===== src/rtl/timer_clock_select_if.sv =====
// Control/status bundle between the timer control register, the tick source and the Counter.
interface timer_clock_select_if #(
    parameter int unsigned PRESCALE_WIDTH = 10
);
    logic [2:0]                ClockSelect;
    logic                      ExtClock;
    logic                      PrescalerClear;
    logic                      CountTick;
    logic [1:0]                CounterEdge;
    logic [PRESCALE_WIDTH-1:0] Prescaler;

    // Control side: drives mode, pin and clear, observes the tick source.
    modport master (
        output ClockSelect,
        output ExtClock,
        output PrescalerClear,
        input  CountTick,
        input  CounterEdge,
        input  Prescaler
    );

    // Tick source side.
    modport slave (
        input  ClockSelect,
        input  ExtClock,
        input  PrescalerClear,
        output CountTick,
        output CounterEdge,
        output Prescaler
    );
endinterface


===== src/rtl/timer_clock_select.sv =====
// Tick source for the 8-bit timer Counter: stop, SystemClock/N prescaler, or
// synchronised external pin (rising/falling). Emits a registered one-cycle CountTick
// per qualifying event and a registered CounterEdge code naming the live source.
module timer_clock_select #(
    parameter int unsigned PRESCALE_WIDTH = 10,
    parameter int unsigned SYNC_STAGES    = 2
) (
    input  logic                 SystemClock,
    input  logic                 SystemReset,
    timer_clock_select_if.slave  bus
);

    // Edge detection stays masked until the synchroniser and history flop hold real pin data.
    localparam int unsigned ArmMax   = SYNC_STAGES + 1;
    localparam int unsigned ArmWidth = $clog2(ArmMax + 1);

    logic [PRESCALE_WIDTH-1:0] prescaler_q;
    logic [SYNC_STAGES-1:0]    sync_q;
    logic                      hist_q;
    logic [ArmWidth-1:0]       arm_q;
    logic                      tick_q;
    logic                      tick_d;
    logic [1:0]                edge_q;
    logic [1:0]                edge_d;

    logic ext_sync;
    logic armed;
    logic ext_rise;
    logic ext_fall;
    logic clear;

    assign ext_sync = sync_q[SYNC_STAGES-1];
    assign armed    = (arm_q == ArmWidth'(ArmMax));
    assign ext_rise = armed & ext_sync & ~hist_q;
    assign ext_fall = armed & ~ext_sync & hist_q;
    assign clear    = bus.PrescalerClear;

    // Free-running prescaler with synchronous clear.
    always_ff @(posedge SystemClock) begin
        if (SystemReset) begin
            prescaler_q <= '0;
        end else if (clear) begin
            prescaler_q <= '0;
        end else begin
            prescaler_q <= prescaler_q + 1'b1;
        end
    end

    // External pin synchroniser, edge history and post-reset arm counter; run in every mode.
    always_ff @(posedge SystemClock) begin
        if (SystemReset) begin
            sync_q <= '0;
            hist_q <= 1'b0;
            arm_q  <= '0;
        end else begin
            sync_q <= {sync_q[SYNC_STAGES-2:0], bus.ExtClock};
            hist_q <= ext_sync;
            if (arm_q != ArmWidth'(ArmMax)) begin
                arm_q <= arm_q + 1'b1;
            end
        end
    end

    // Decode the selected source into next tick and edge code.
    // Divider ticks fire on the cycle the low prescaler bits wrap, so the period is exactly N.
    always_comb begin
        tick_d = 1'b0;
        edge_d = 2'b00;
        unique case (bus.ClockSelect)
            3'b000: begin
                tick_d = 1'b0;
                edge_d = 2'b00;
            end
            3'b001: begin
                tick_d = 1'b1;
                edge_d = 2'b01;
            end
            3'b010: begin
                tick_d = (&prescaler_q[2:0]) & ~clear;
                edge_d = 2'b01;
            end
            3'b011: begin
                tick_d = (&prescaler_q[5:0]) & ~clear;
                edge_d = 2'b01;
            end
            3'b100: begin
                tick_d = (&prescaler_q[7:0]) & ~clear;
                edge_d = 2'b01;
            end
            3'b101: begin
                tick_d = (&prescaler_q[9:0]) & ~clear;
                edge_d = 2'b01;
            end
            3'b110: begin
                tick_d = ext_fall;
                edge_d = 2'b10;
            end
            3'b111: begin
                tick_d = ext_rise;
                edge_d = 2'b11;
            end
            default: begin
                tick_d = 1'b0;
                edge_d = 2'b00;
            end
        endcase
    end

    // Registered outputs to the Counter.
    always_ff @(posedge SystemClock) begin
        if (SystemReset) begin
            tick_q <= 1'b0;
            edge_q <= 2'b00;
        end else begin
            tick_q <= tick_d;
            edge_q <= edge_d;
        end
    end

    assign bus.CountTick   = tick_q;
    assign bus.CounterEdge = edge_q;
    assign bus.Prescaler   = prescaler_q;

endmodule

===== src/flat_wrapper.sv =====
// flat-port wrapper written by rule: the top's interface ports become plain ports
module timer_clock_select_flat 
#(
    parameter int unsigned PRESCALE_WIDTH = 10,
    parameter int unsigned SYNC_STAGES    = 2
)
  (SystemClock, SystemReset, bus_ClockSelect, bus_ExtClock, bus_PrescalerClear, bus_CountTick, bus_CounterEdge, bus_Prescaler);
  timer_clock_select_if #(.PRESCALE_WIDTH(PRESCALE_WIDTH)) bus_i ();
  input  logic SystemClock;
  input  logic SystemReset;
  input wire logic [$bits(bus_i.ClockSelect)-1:0] bus_ClockSelect;
  input wire logic [$bits(bus_i.ExtClock)-1:0] bus_ExtClock;
  input wire logic [$bits(bus_i.PrescalerClear)-1:0] bus_PrescalerClear;
  output wire logic [$bits(bus_i.CountTick)-1:0] bus_CountTick;
  output wire logic [$bits(bus_i.CounterEdge)-1:0] bus_CounterEdge;
  output wire logic [$bits(bus_i.Prescaler)-1:0] bus_Prescaler;
  assign bus_i.ClockSelect = bus_ClockSelect;
  assign bus_i.ExtClock = bus_ExtClock;
  assign bus_i.PrescalerClear = bus_PrescalerClear;
  assign bus_CountTick = bus_i.CountTick;
  assign bus_CounterEdge = bus_i.CounterEdge;
  assign bus_Prescaler = bus_i.Prescaler;
  timer_clock_select #(.PRESCALE_WIDTH(PRESCALE_WIDTH), .SYNC_STAGES(SYNC_STAGES)) u_core (.SystemClock(SystemClock), .SystemReset(SystemReset), .bus(bus_i));
endmodule

===== config.mk =====
export PLATFORM = sky130hd
export DESIGN_NAME = timer_clock_select_flat
export DESIGN_NICKNAME = d
export VERILOG_FILES = /design/src/rtl/timer_clock_select_if.sv /design/src/rtl/timer_clock_select.sv /design/src/flat_wrapper.sv
export SDC_FILE = /design/constraint.sdc
export NUM_CORES = 1
export LEC_CHECK = 0
export CORE_ASPECT_RATIO = 0.75
export CORE_MARGIN = 1.5
export CORE_UTILIZATION = 28
export CTS_CLUSTER_SIZE = 14
export DETAILED_ROUTE_END_ITERATION = 10
export HOLD_SLACK_MARGIN = 0.05
export MAX_ROUTING_LAYER = met4
export PLACE_DENSITY = 0.53
export SLEW_MARGIN = 20
export SYNTH_ARGS = -nofsm -noshare
export SYNTH_HDL_FRONTEND = slang
export SYNTH_SLANG_ARGS = --single-unit
export TNS_END_PERCENT = 50

===== constraint.sdc =====
create_clock -name SystemClock -period 3.95 [get_ports SystemClock]
set_input_delay 0.5925 -clock SystemClock [delete_from_list [all_inputs] [get_ports SystemClock]]
set_output_delay 0.5925 -clock SystemClock [all_outputs]
set_load 0.005 [all_outputs]

==> flow_summary.ini <==
[timing]
min_period_over_period_pct = 50.0
relSlewSlack_pct = 77.6
rsz0062_at_grt = no
setup_tns_ns = 0
report.final.slew_viol_count = 0
hold_viol = 0
fmax_ghz = 0.507
worst_slew_pin_slew_ns = 0.335
setup_violations = 0
hold_ws_ns = 0.445
fin_ws_ns = 1.98
clock_skew_ns = 0.00448
fin_crit_ns = 1.97

[drt]
drt-pass1-iter-count = 4
viasPerCell = 4.31
num_vias = 564
antenna_left = 0
wl_mm = 1.30
route.detailed.drc = 0
drt_iter0_drc = 19
wl_per_cell_microns = 9.95

[placement]
portBuffers = 19
gp_congestion = 0.681
dpl_worst_slack_ns = 1.66
hpwlAfterDp_mm = 1.01
placed_area_sq_um = 965

[die]
initial_utilization_pct = 31.1
dieArea_sq_um = 2990
num_io_pins = 20
chipWidth_microns = 62.6
die_y_microns = 47.7
rows = 15
core_area_sq_um = 2400

[logic_synthesis]
syn-cell-area_sq_um = 747
ys_types = 26
ys_ff_latch = 18
synth_nets = 87
syn-instance-count = 77
seq_area_frac_synth_pct = 48.2
yosys_warnings = 0
synth_area_per_cell_sq_um = 9.70

[setup_path]
cp_max_fo = 11
path_class = in2reg
rr_endpoint = u_core.bus.CountTick
crit_path_end_kind = register
reg2reg_slack_ns = 2.22
cp-start-kind = input pin
r2r_start = u_core.bus.Prescaler[0]
critPathLaunch = SystemReset
crit_required_ns = 4.17
endpoint = u_core.bus.CountTick
reg2reg_depth = 6
arrival_ns = 2.20

[run_status]
outcome = finished, final reports clean

[grt]
antenna_found_initial = 0
grt_usage_pct = 10.4
grt_pass1_vias = 499
grt_max_degree = 12
gr-total-overflow = 0
grt_pass1_wl_mm = 2.22

[power_and_ir_drop]
p_leak_uw = 0.000376
vdd_drop_max_mv = 0.165
power_uw = 313
cellPowerDensity_nw_per_um2 = 318

[cells_and_area]
mostFrequentLayoutCells = clkdlybuf4s50_1 (19), dfxtp_1 (18), nor2_1 (13)
final_layout_size_suffix_gt1_share_pct = 8.25
final_common_cell = clkdlybuf4s50_1
nets = 109
antenna_cells = 0
final_area_sq_um = 987
area_growth_pct = 32.2

[clocking]
clock_latency_ns = 0.28
clkTransAtPathRegs_ns = 0.09
hold_buffers = 0
cts_buffer_depth = 2
cts_buffers = 3
h-tree-depth = 1
cts_resized = 0
clock_sinks = 18
post_cts_buffers = 0
root_buffer = clkbuf_4
cts_tree = built

[job]
cap_violations = 0

[worst_hold_path]
hold_class = reg2reg
[through the flow]
stage	std cells	utilization (%)
floorplan	77	-
global placement	128	40.2
detailed placement	128	40.2
CTS	131	41.1
global route	131	41.1
finish	131	41.1
[critical path, stage by stage]
cell and delay (ns):
clkdlybuf4s50_1 0.57, or2_1 0.41, or4b_1 0.55, o211ai_2 0.07
[metal layers]
metal / part of all wire (%) / vias to the layer above / track usage [%] / wire length (microns)
met5: 0 / - / - / 0
met4: 0.92 / 0 / 4.00 / 12
met3: 3.5 / 2 / 4.47 / 46
met2: 44 / 10 / 15.3 / 570
met1: 52 / 250 / 12.8 / 674
li1: - / 302 / - / -
[cells by family after synthesis]
family | share of synthesized area, %
multiplexers | 1.34
adder cells (fa/ha/maj) | 5.03
flip-flops | 48.2
XOR/XNOR | 9.38
buffers and inverters | 2.01
AO/OA/AOI/OAI | 4.69
AND/OR/NAND/NOR | 29.3
[sequential cells by signal, summed over array words and instances, names as in the netlist]
register / count
u_core.bus.CounterEdge: 2
u_core.bus.Prescaler: 10
u_core.bus.CountTick: 1
u_core.arm_q: 2
u_core.hist_q: 1
u_core.sync_q: 2
[cell type report]
| class | instances | area [sq um] |
|---|---|---|
| flip-flops and latches | 18 | 360 |
| fillers | 258 | 1420 |
| repair buffers | 19 | 190 |
| clock buffers | 3 | 22.5 |
| well taps | 34 | 42.5 |
| multi-input cells | 57 | 372 |
[synthesized netlist by cell type (all sizes together)]
library cell | n | area, sq um
or2 | 2 | 12.5
nand4 | 3 | 18.8
nor2 | 13 | 48.8
ha | 3 | 37.5
o211ai | 1 | 12.5
nand3 | 3 | 15.0
and2b | 1 | 8.76
dfxtp | 18 | 360
nor2b | 3 | 18.8
buf | 1 | 11.3
a21oi | 2 | 10.0
nand4b | 1 | 8.76
nor3b | 2 | 15.0
mux2i | 1 | 10.0
o22ai | 1 | 6.26
nand2b | 1 | 6.26
and2 | 2 | 12.5
and3 | 2 | 13.8
nand2 | 5 | 18.8
and4 | 1 | 11.3
clkbuf | 1 | 3.75
a31oi | 1 | 6.26
xor2 | 8 | 70.1
or4b | 1 | 10.0
[power breakdown]
part	leakage, uW	switching, uW	internal (uW)	total, uW
registers	0.000147	5.20	190	195
clock network	0.0000138	50.2	35.4	85.6
logic	0.000216	13.9	19.1	33.0
[worst min-delay path by stage]
stage | from | slack (ns) | cells past startpoint | to
final | u_core.sync_q[0] | 0.45 | 1 | u_core.sync_q[1]
after global routing | u_core.sync_q[0] | 0.47 | 1 | u_core.sync_q[1]
after CTS | u_core.sync_q[0] | 0.45 | 1 | u_core.sync_q[1]
after detailed placement | u_core.sync_q[0] | 0.43 | 1 | u_core.sync_q[1]
after global placement | u_core.sync_q[0] | 0.42 | 1 | u_core.sync_q[1]
after floorplan | u_core.sync_q[0] | 0.41 | 1 | u_core.sync_q[1]
No activity file was read; power rests on OpenSTA's default activity.
